File: config.mk
export PLATFORM = sky130hd
export DESIGN_NAME = clocks_multiphase_flat
export DESIGN_NICKNAME = d
export VERILOG_FILES = /design/src/rtl/clocks_multiphase_if.sv /design/src/rtl/clocks_multiphase.sv /design/src/flat_wrapper.sv
export SDC_FILE = /design/constraint.sdc
export NUM_CORES = 1
export LEC_CHECK = 0
export CAP_MARGIN = 25
export CELL_PAD_IN_SITES_DETAIL_PLACEMENT = 2
export CELL_PAD_IN_SITES_GLOBAL_PLACEMENT = 2
export CORE_MARGIN = 2
export CORE_UTILIZATION = 39
export CTS_CLUSTER_DIAMETER = 120
export DETAILED_ROUTE_END_ITERATION = 16
export MAX_ROUTING_LAYER = met4
export PLACE_DENSITY_LB_ADDON = 0.1
export SLEW_MARGIN = 5
export SYNTH_ARGS = -nofsm -noshare
export SYNTH_HDL_FRONTEND = slang
export SYNTH_SLANG_ARGS = --single-unit
File: constraint.sdc
create_clock -name eclk -period 5.9 [get_ports eclk]
set_clock_uncertainty 0.2 [all_clocks]
set_input_delay 1.18 -clock eclk [delete_from_list [all_inputs] [get_ports eclk]]
set_output_delay 1.18 -clock eclk [all_outputs]
set_load 0.02 [all_outputs]
File: src/rtl/clocks_multiphase_if.sv
// Control and output bundle of the multiphase core-clock generator.
// master = the generator, slave = the core / controller side.
interface clocks_multiphase_if #(
  parameter int NPHASE = 4,
  parameter int DIVW   = 8
);
  localparam int PW = $clog2(NPHASE);

  logic [DIVW-1:0] div;
  logic            run;
  logic            rst_req;
  logic            reset;
  logic            clk1;
  logic            clk2;
  logic [PW-1:0]   phase;
  logic            cycle_start;
  logic            running;

  modport master (
    input  div, run, rst_req,
    output reset, clk1, clk2, phase, cycle_start, running
  );

  modport slave (
    output div, run, rst_req,
    input  reset, clk1, clk2, phase, cycle_start, running
  );
endinterface

File: src/rtl/clocks_multiphase.sv
// Generates non-overlapping multiphase core clocks from eclk plus a held core reset.
// All outputs come straight from flops; cycles are never truncated except by ereset_n.
module clocks_multiphase #(
  parameter int NPHASE       = 4,
  parameter int DIVW         = 8,
  parameter int CLK2_PHASE   = 2,
  parameter int RESET_CYCLES = 2048
) (
  input  logic                eclk,
  input  logic                ereset_n,
  clocks_multiphase_if.master bus
);
  localparam int PW = $clog2(NPHASE);
  localparam int HW = $clog2(RESET_CYCLES + 1);
  localparam logic [PW-1:0] PLAST = PW'(NPHASE - 1);
  localparam logic [PW-1:0] P2    = PW'(CLK2_PHASE);
  localparam logic [HW-1:0] RC    = HW'(RESET_CYCLES);

  typedef enum logic [1:0] {IDLE, RUN, STOPPING} state_t;

  state_t          state_q;
  logic [DIVW-1:0] div_q;
  logic [DIVW-1:0] cnt_q;
  logic [PW-1:0]   phase_q;
  logic            clk1_q;
  logic            clk2_q;
  logic            cs_q;
  logic            running_q;
  logic [HW-1:0]   hold_q;
  logic [HW-1:0]   hold_d;
  logic            reset_q;
  logic            reset_d;

  logic [DIVW-1:0] div_eff;
  logic [PW-1:0]   phase_inc;
  logic            phase_end;

  assign div_eff   = (bus.div == '0) ? DIVW'(1) : bus.div;
  assign phase_inc = phase_q + PW'(1);
  // div_q is never 0, so div_q-1 cannot underflow and cnt_q never exceeds it.
  assign phase_end = (cnt_q == div_q - DIVW'(1));

  always_ff @(posedge eclk or negedge ereset_n) begin
    if (!ereset_n) begin
      state_q   <= IDLE;
      div_q     <= DIVW'(1);
      cnt_q     <= '0;
      phase_q   <= '0;
      clk1_q    <= 1'b0;
      clk2_q    <= 1'b0;
      cs_q      <= 1'b0;
      running_q <= 1'b0;
    end else begin
      case (state_q)
        IDLE: begin
          if (bus.run) begin
            state_q   <= RUN;
            div_q     <= div_eff;
            cnt_q     <= '0;
            phase_q   <= '0;
            clk1_q    <= 1'b1;
            clk2_q    <= 1'b0;
            cs_q      <= 1'b1;
            running_q <= 1'b1;
          end
        end
        default: begin
          cs_q <= 1'b0;
          if (!phase_end) begin
            cnt_q   <= cnt_q + DIVW'(1);
            state_q <= bus.run ? RUN : STOPPING;
          end else if (phase_q != PLAST) begin
            cnt_q   <= '0;
            phase_q <= phase_inc;
            clk1_q  <= 1'b0;
            clk2_q  <= (phase_inc == P2);
            state_q <= bus.run ? RUN : STOPPING;
          end else if (bus.run) begin
            // Cycle boundary with run still requested: the only point div is re-latched.
            state_q <= RUN;
            div_q   <= div_eff;
            cnt_q   <= '0;
            phase_q <= '0;
            clk1_q  <= 1'b1;
            clk2_q  <= 1'b0;
            cs_q    <= 1'b1;
          end else begin
            state_q   <= IDLE;
            cnt_q     <= '0;
            phase_q   <= '0;
            clk1_q    <= 1'b0;
            clk2_q    <= 1'b0;
            running_q <= 1'b0;
          end
        end
      endcase
    end
  end

  // Hold counter saturates at RESET_CYCLES; rst_req restarts the hold window.
  always_comb begin
    hold_d = hold_q;
    if (bus.rst_req) begin
      hold_d = '0;
    end else if (hold_q != RC) begin
      hold_d = hold_q + HW'(1);
    end
    reset_d = (hold_d != RC);
  end

  always_ff @(posedge eclk or negedge ereset_n) begin
    if (!ereset_n) begin
      hold_q  <= '0;
      reset_q <= 1'b1;
    end else begin
      hold_q  <= hold_d;
      reset_q <= reset_d;
    end
  end

  assign bus.reset       = reset_q;
  assign bus.clk1        = clk1_q;
  assign bus.clk2        = clk2_q;
  assign bus.phase       = phase_q;
  assign bus.cycle_start = cs_q;
  assign bus.running     = running_q;
endmodule

File: src/flat_wrapper.sv
// flat-port wrapper written by rule: the top's interface ports become plain ports
module clocks_multiphase_flat 
#(
  parameter int NPHASE       = 4,
  parameter int DIVW         = 8,
  parameter int CLK2_PHASE   = 2,
  parameter int RESET_CYCLES = 2048
)
  (eclk, ereset_n, bus_div, bus_run, bus_rst_req, bus_reset, bus_clk1, bus_clk2, bus_phase, bus_cycle_start, bus_running);
  clocks_multiphase_if #(.NPHASE(NPHASE), .DIVW(DIVW)) bus_i ();
  input  logic eclk;
  input  logic ereset_n;
  input wire logic [$bits(bus_i.div)-1:0] bus_div;
  input wire logic [$bits(bus_i.run)-1:0] bus_run;
  input wire logic [$bits(bus_i.rst_req)-1:0] bus_rst_req;
  output wire logic [$bits(bus_i.reset)-1:0] bus_reset;
  output wire logic [$bits(bus_i.clk1)-1:0] bus_clk1;
  output wire logic [$bits(bus_i.clk2)-1:0] bus_clk2;
  output wire logic [$bits(bus_i.phase)-1:0] bus_phase;
  output wire logic [$bits(bus_i.cycle_start)-1:0] bus_cycle_start;
  output wire logic [$bits(bus_i.running)-1:0] bus_running;
  assign bus_i.div = bus_div;
  assign bus_i.run = bus_run;
  assign bus_i.rst_req = bus_rst_req;
  assign bus_reset = bus_i.reset;
  assign bus_clk1 = bus_i.clk1;
  assign bus_clk2 = bus_i.clk2;
  assign bus_phase = bus_i.phase;
  assign bus_cycle_start = bus_i.cycle_start;
  assign bus_running = bus_i.running;
  clocks_multiphase #(.NPHASE(NPHASE), .DIVW(DIVW), .CLK2_PHASE(CLK2_PHASE), .RESET_CYCLES(RESET_CYCLES)) u_core (.eclk(eclk), .ereset_n(ereset_n), .bus(bus_i));
endmodule
==> results.md <==
* Post-layout util at 46.89%
* Period utilisation layout at 47.54%
* CP startpoint kind: flop
* Gpl congestion at 0.8012
* Mapped Cells at 204
* Status: complete, no violations
* Unique cell type count in the Yosys netlist at 45
* Global-route wire length before repair at 8549 um
* Hold Path End: u_core.bus.cycle_start$_DFFE_PN0P_
* Port bufs at 18
* Post-Syn Area at 0.002047 mm^2
* Via Count at 1,557
* Avg Cell Area, Syn at 10.03 um^2
* Routed WL per cell at 16.98 um
* Placed insts at 288
* Die width at 76.45 um
* Max-Cap Viols at 0
* TritonRoute pass-1 iters at 4
* Tightest Pin Transition at 0.7728 ns
* Post-synthesis sequential area ratio at 45.35%
* PostCTS Resize Cnt at 0
* Post-CTS Hold Buffers at 0
* Layout cells sized above 1 at 10.18%
* Main combinational cell family by area after synthesis: simple AND/OR/NAND/NOR gates
* I/O pins at 19
* Worst r2r src: u_core.div_q[0]$_DFFE_PN1P_
* H-tree levels at 2
* Largest net degree at the start of global routing at 38
* Critical Path AT at 2.78 ns
* TritonCTS clock tree: built
* Simple-gate portion of the synthesized area at 21.21%
* Initial antenna violation count at 0
* Final setup violation count at 0
* Row count at 26
* LEAKAGE at 0.9536 nW
* Max Clk Rate at 356.5 MHz
* Post-CTS Setup Inserts at 0
* RSZ-0062 raised after global routing: no
* Vias/cell at 5.260
* CTS Buffer Depth at 2
* Vias in the first global route at 1,787
* Fillers at 561
* Post-detail-place hpwl at 3763 um
* Synth Flop Type: dfrtp_1
* Most frequent cells in the layout: dfrtp_1, nor2_1, clkdlybuf4s50_1, nand2_1, xnor2_1
* Crit path required time at 5.87 ns
* Die Span Y at 76.45 um
* Worst Hold Depth at 1
* Adder-Cell Fraction of Synth Area at 3.667%
* Nets at 243
* Remaining DRCs at 0
* Worst skew pair latency at 0.29 ns
* Layout area overhead at 16.26%
* Number of synthesized flops with an enable pin at 0
* 1st-iter DRT viols at 27
* Number of buffers created by CTS at 5
* WL final at 5026 um
* Critical Path Fanout Max at 10
* Multi-input logic area at 0.001054 mm^2
* Minimum clock period after layout at 2.805 ns
* Fin. max-slew vios at 0
* R2R Path End: u_core.div_q[2]$_DFFE_PN0P_
* Post-synth ARST share at 100.0%
* Seq cells post-synth at 37
* Post-synthesis compound-gate area fraction at 9.658%
* Worst hold start: u_core.bus.cycle_start$_DFFE_PN0P_
* R2R cell count at 7
* R2r setup slk at 3.10 ns
* Hold Path Class: flop to flop
* Synth area leaders: dfrtp_1, xnor2_1, nor2_1
* Pwr dens at 270.9 mW/mm^2
* GR Util All Layers at 18.95%
* Mapped Nets at 222
* Proportion of synthesized area in mux cells at 5.379%
* Worst VDD drop at 0.1046 mV
* XOR/XNOR share of the synthesized area at 11.55%
* CTS root buf: clkbuf_8
* Clock sink total at 37
* Commonest non-fill, non-tap cell in the layout: dfrtp_1
* CP Capture Type: flop
* Yosys warns at 0
* Core area at 0.005075 mm^2
* Register Area at 928.4 um^2
* Setup TNS after final layout at 0 ns
* Congestion Overflow GR at 0
* Fin. Hold Viols at 0
* Clock Pin Slew Worst Setup and Hold Paths at 0.07 ns
* WS Path Type: flop to flop
* Final antenna-violating net count at 0
* Die area at 0.005844 mm^2
* Share of the synthesized area in the top cell type at 42.79%
* Initial Utilization at 40.34%
* Post-synth top area cell: dfrtp_1
* Antenna cells at 0
* Worst slew margin at 47.94%
* Post-route insts no fill at 296
-- report_power, final --
part | total (mW) | leakage, nW | internal [mW] | switching, mW
logic | 0.152 | 0.439 | 0.0723 | 0.0794
registers | 0.321 | 0.472 | 0.283 | 0.0378
clock network | 0.172 | 0.0422 | 0.0829 | 0.0889
-- sequential cells by signal (all words and copies together) (netlist names) --
register,cells
u_core.bus.clk2,1
u_core.state_q,2
u_core.hold_q,12
u_core.div_q,8
u_core.bus.cycle_start,1
u_core.bus.phase,2
u_core.bus.reset,1
u_core.cnt_q,8
u_core.bus.clk1,1
u_core.bus.running,1
-- per-stage QoR --
| stage | cell area [um^2] | worst slack [ns] | power (mW) | hold WS [ns] |
|---|---|---|---|---|
| after floorplan | 2047 | 3.479 | 0.4228 | 0.2931 |
| after global placement | 2298 | 2.902 | 0.4683 | 0.2792 |
| after detailed placement | 2298 | 2.821 | 0.4797 | 0.3198 |
| after CTS | 2380 | 3.056 | 0.6558 | 0.3358 |
| after global routing | 2380 | 2.786 | 0.6857 | 0.3551 |
| final | 2380 | 3.095 | 0.6447 | 0.3181 |
-- cells in the mapped netlist, types with 2 or more instances --
| master | instances |
|---|---|
| dfrtp_1 | 35 |
| nor2_1 | 26 |
| nand2_1 | 16 |
| xnor2_1 | 16 |
| inv_1 | 11 |
| nor3_1 | 11 |
| xor2_1 | 11 |
| mux2_2 | 8 |
| ha_1 | 6 |
| nor4_1 | 5 |
| a21oi_1 | 4 |
| nand3_1 | 4 |
| o21ai_0 | 4 |
| clkbuf_1 | 3 |
| nand3b_1 | 3 |
| nand4_1 | 3 |
| a21o_1 | 2 |
| a221o_1 | 2 |
| and3_1 | 2 |
| dfstp_2 | 2 |
| mux2i_1 | 2 |
| nand2b_1 | 2 |
| nand3_2 | 2 |
| nand4b_1 | 2 |
| o2bb2ai_1 | 2 |
-- cell type report --
cell class	instances	area share, %
Clock buffer	7	3.207
Clock inverter	1	0.2103
Inverter	11	1.735
Multi-Input combinational cell	151	44.27
Sequential cell	37	39.01
Tap cell	70	3.680
Timing Repair Buffer	19	7.886
-- critical path, stage by stage (launching register included) --
cell and delay [ns]:
dfstp_2 0.57, inv_1 0.08, ha_1 0.26, nand2b_1 0.19
a311oi_1 0.40, o2111ai_1 0.23, o21ai_4 0.38, mux2_2 0.39
-- cells by family (layout without fill, tap and decap cells) --
| group | Yosys count | in the layout |
|---|---|---|
| buffers and inverters | 16 | 38 |
| AO/OA/AOI/OAI | 25 | 25 |
| flip-flops | 37 | 37 |
| XOR/XNOR | 27 | 27 |
| multiplexers | 10 | 10 |
| AND/OR/NAND/NOR | 83 | 83 |
| adder cells (fa/ha/maj) | 6 | 6 |
-- per-layer routing --
metal	vias up	global-route usage, %	routed length, um
met5	-	-	0
met1	794	21.39	2163
met4	0	6.000	60
met3	6	3.673	87
li1	747	-	-
met2	10	33.81	2715
-- worst max path at each step --
stage,to,slack [ns],startpoint,cells past startpoint
floorplan,u_core.div_q[1]$_DFFE_PN0P_,3.48,u_core.div_q[0]$_DFFE_PN1P_,7
global placement,u_core.div_q[1]$_DFFE_PN0P_,2.90,bus_run,4
CTS,u_core.bus.clk2$_DFFE_PN0P_,3.06,u_core.div_q[0]$_DFFE_PN1P_,7
global route,u_core.bus.running$_DFFE_PN0P_,2.79,u_core.div_q[0]$_DFFE_PN1P_,7
finish,u_core.div_q[2]$_DFFE_PN0P_,3.10,u_core.div_q[0]$_DFFE_PN1P_,7
detailed placement,u_core.div_q[4]$_DFFE_PN0P_,2.82,bus_run,4
Note: power is estimated with default switching activity, not from simulation.
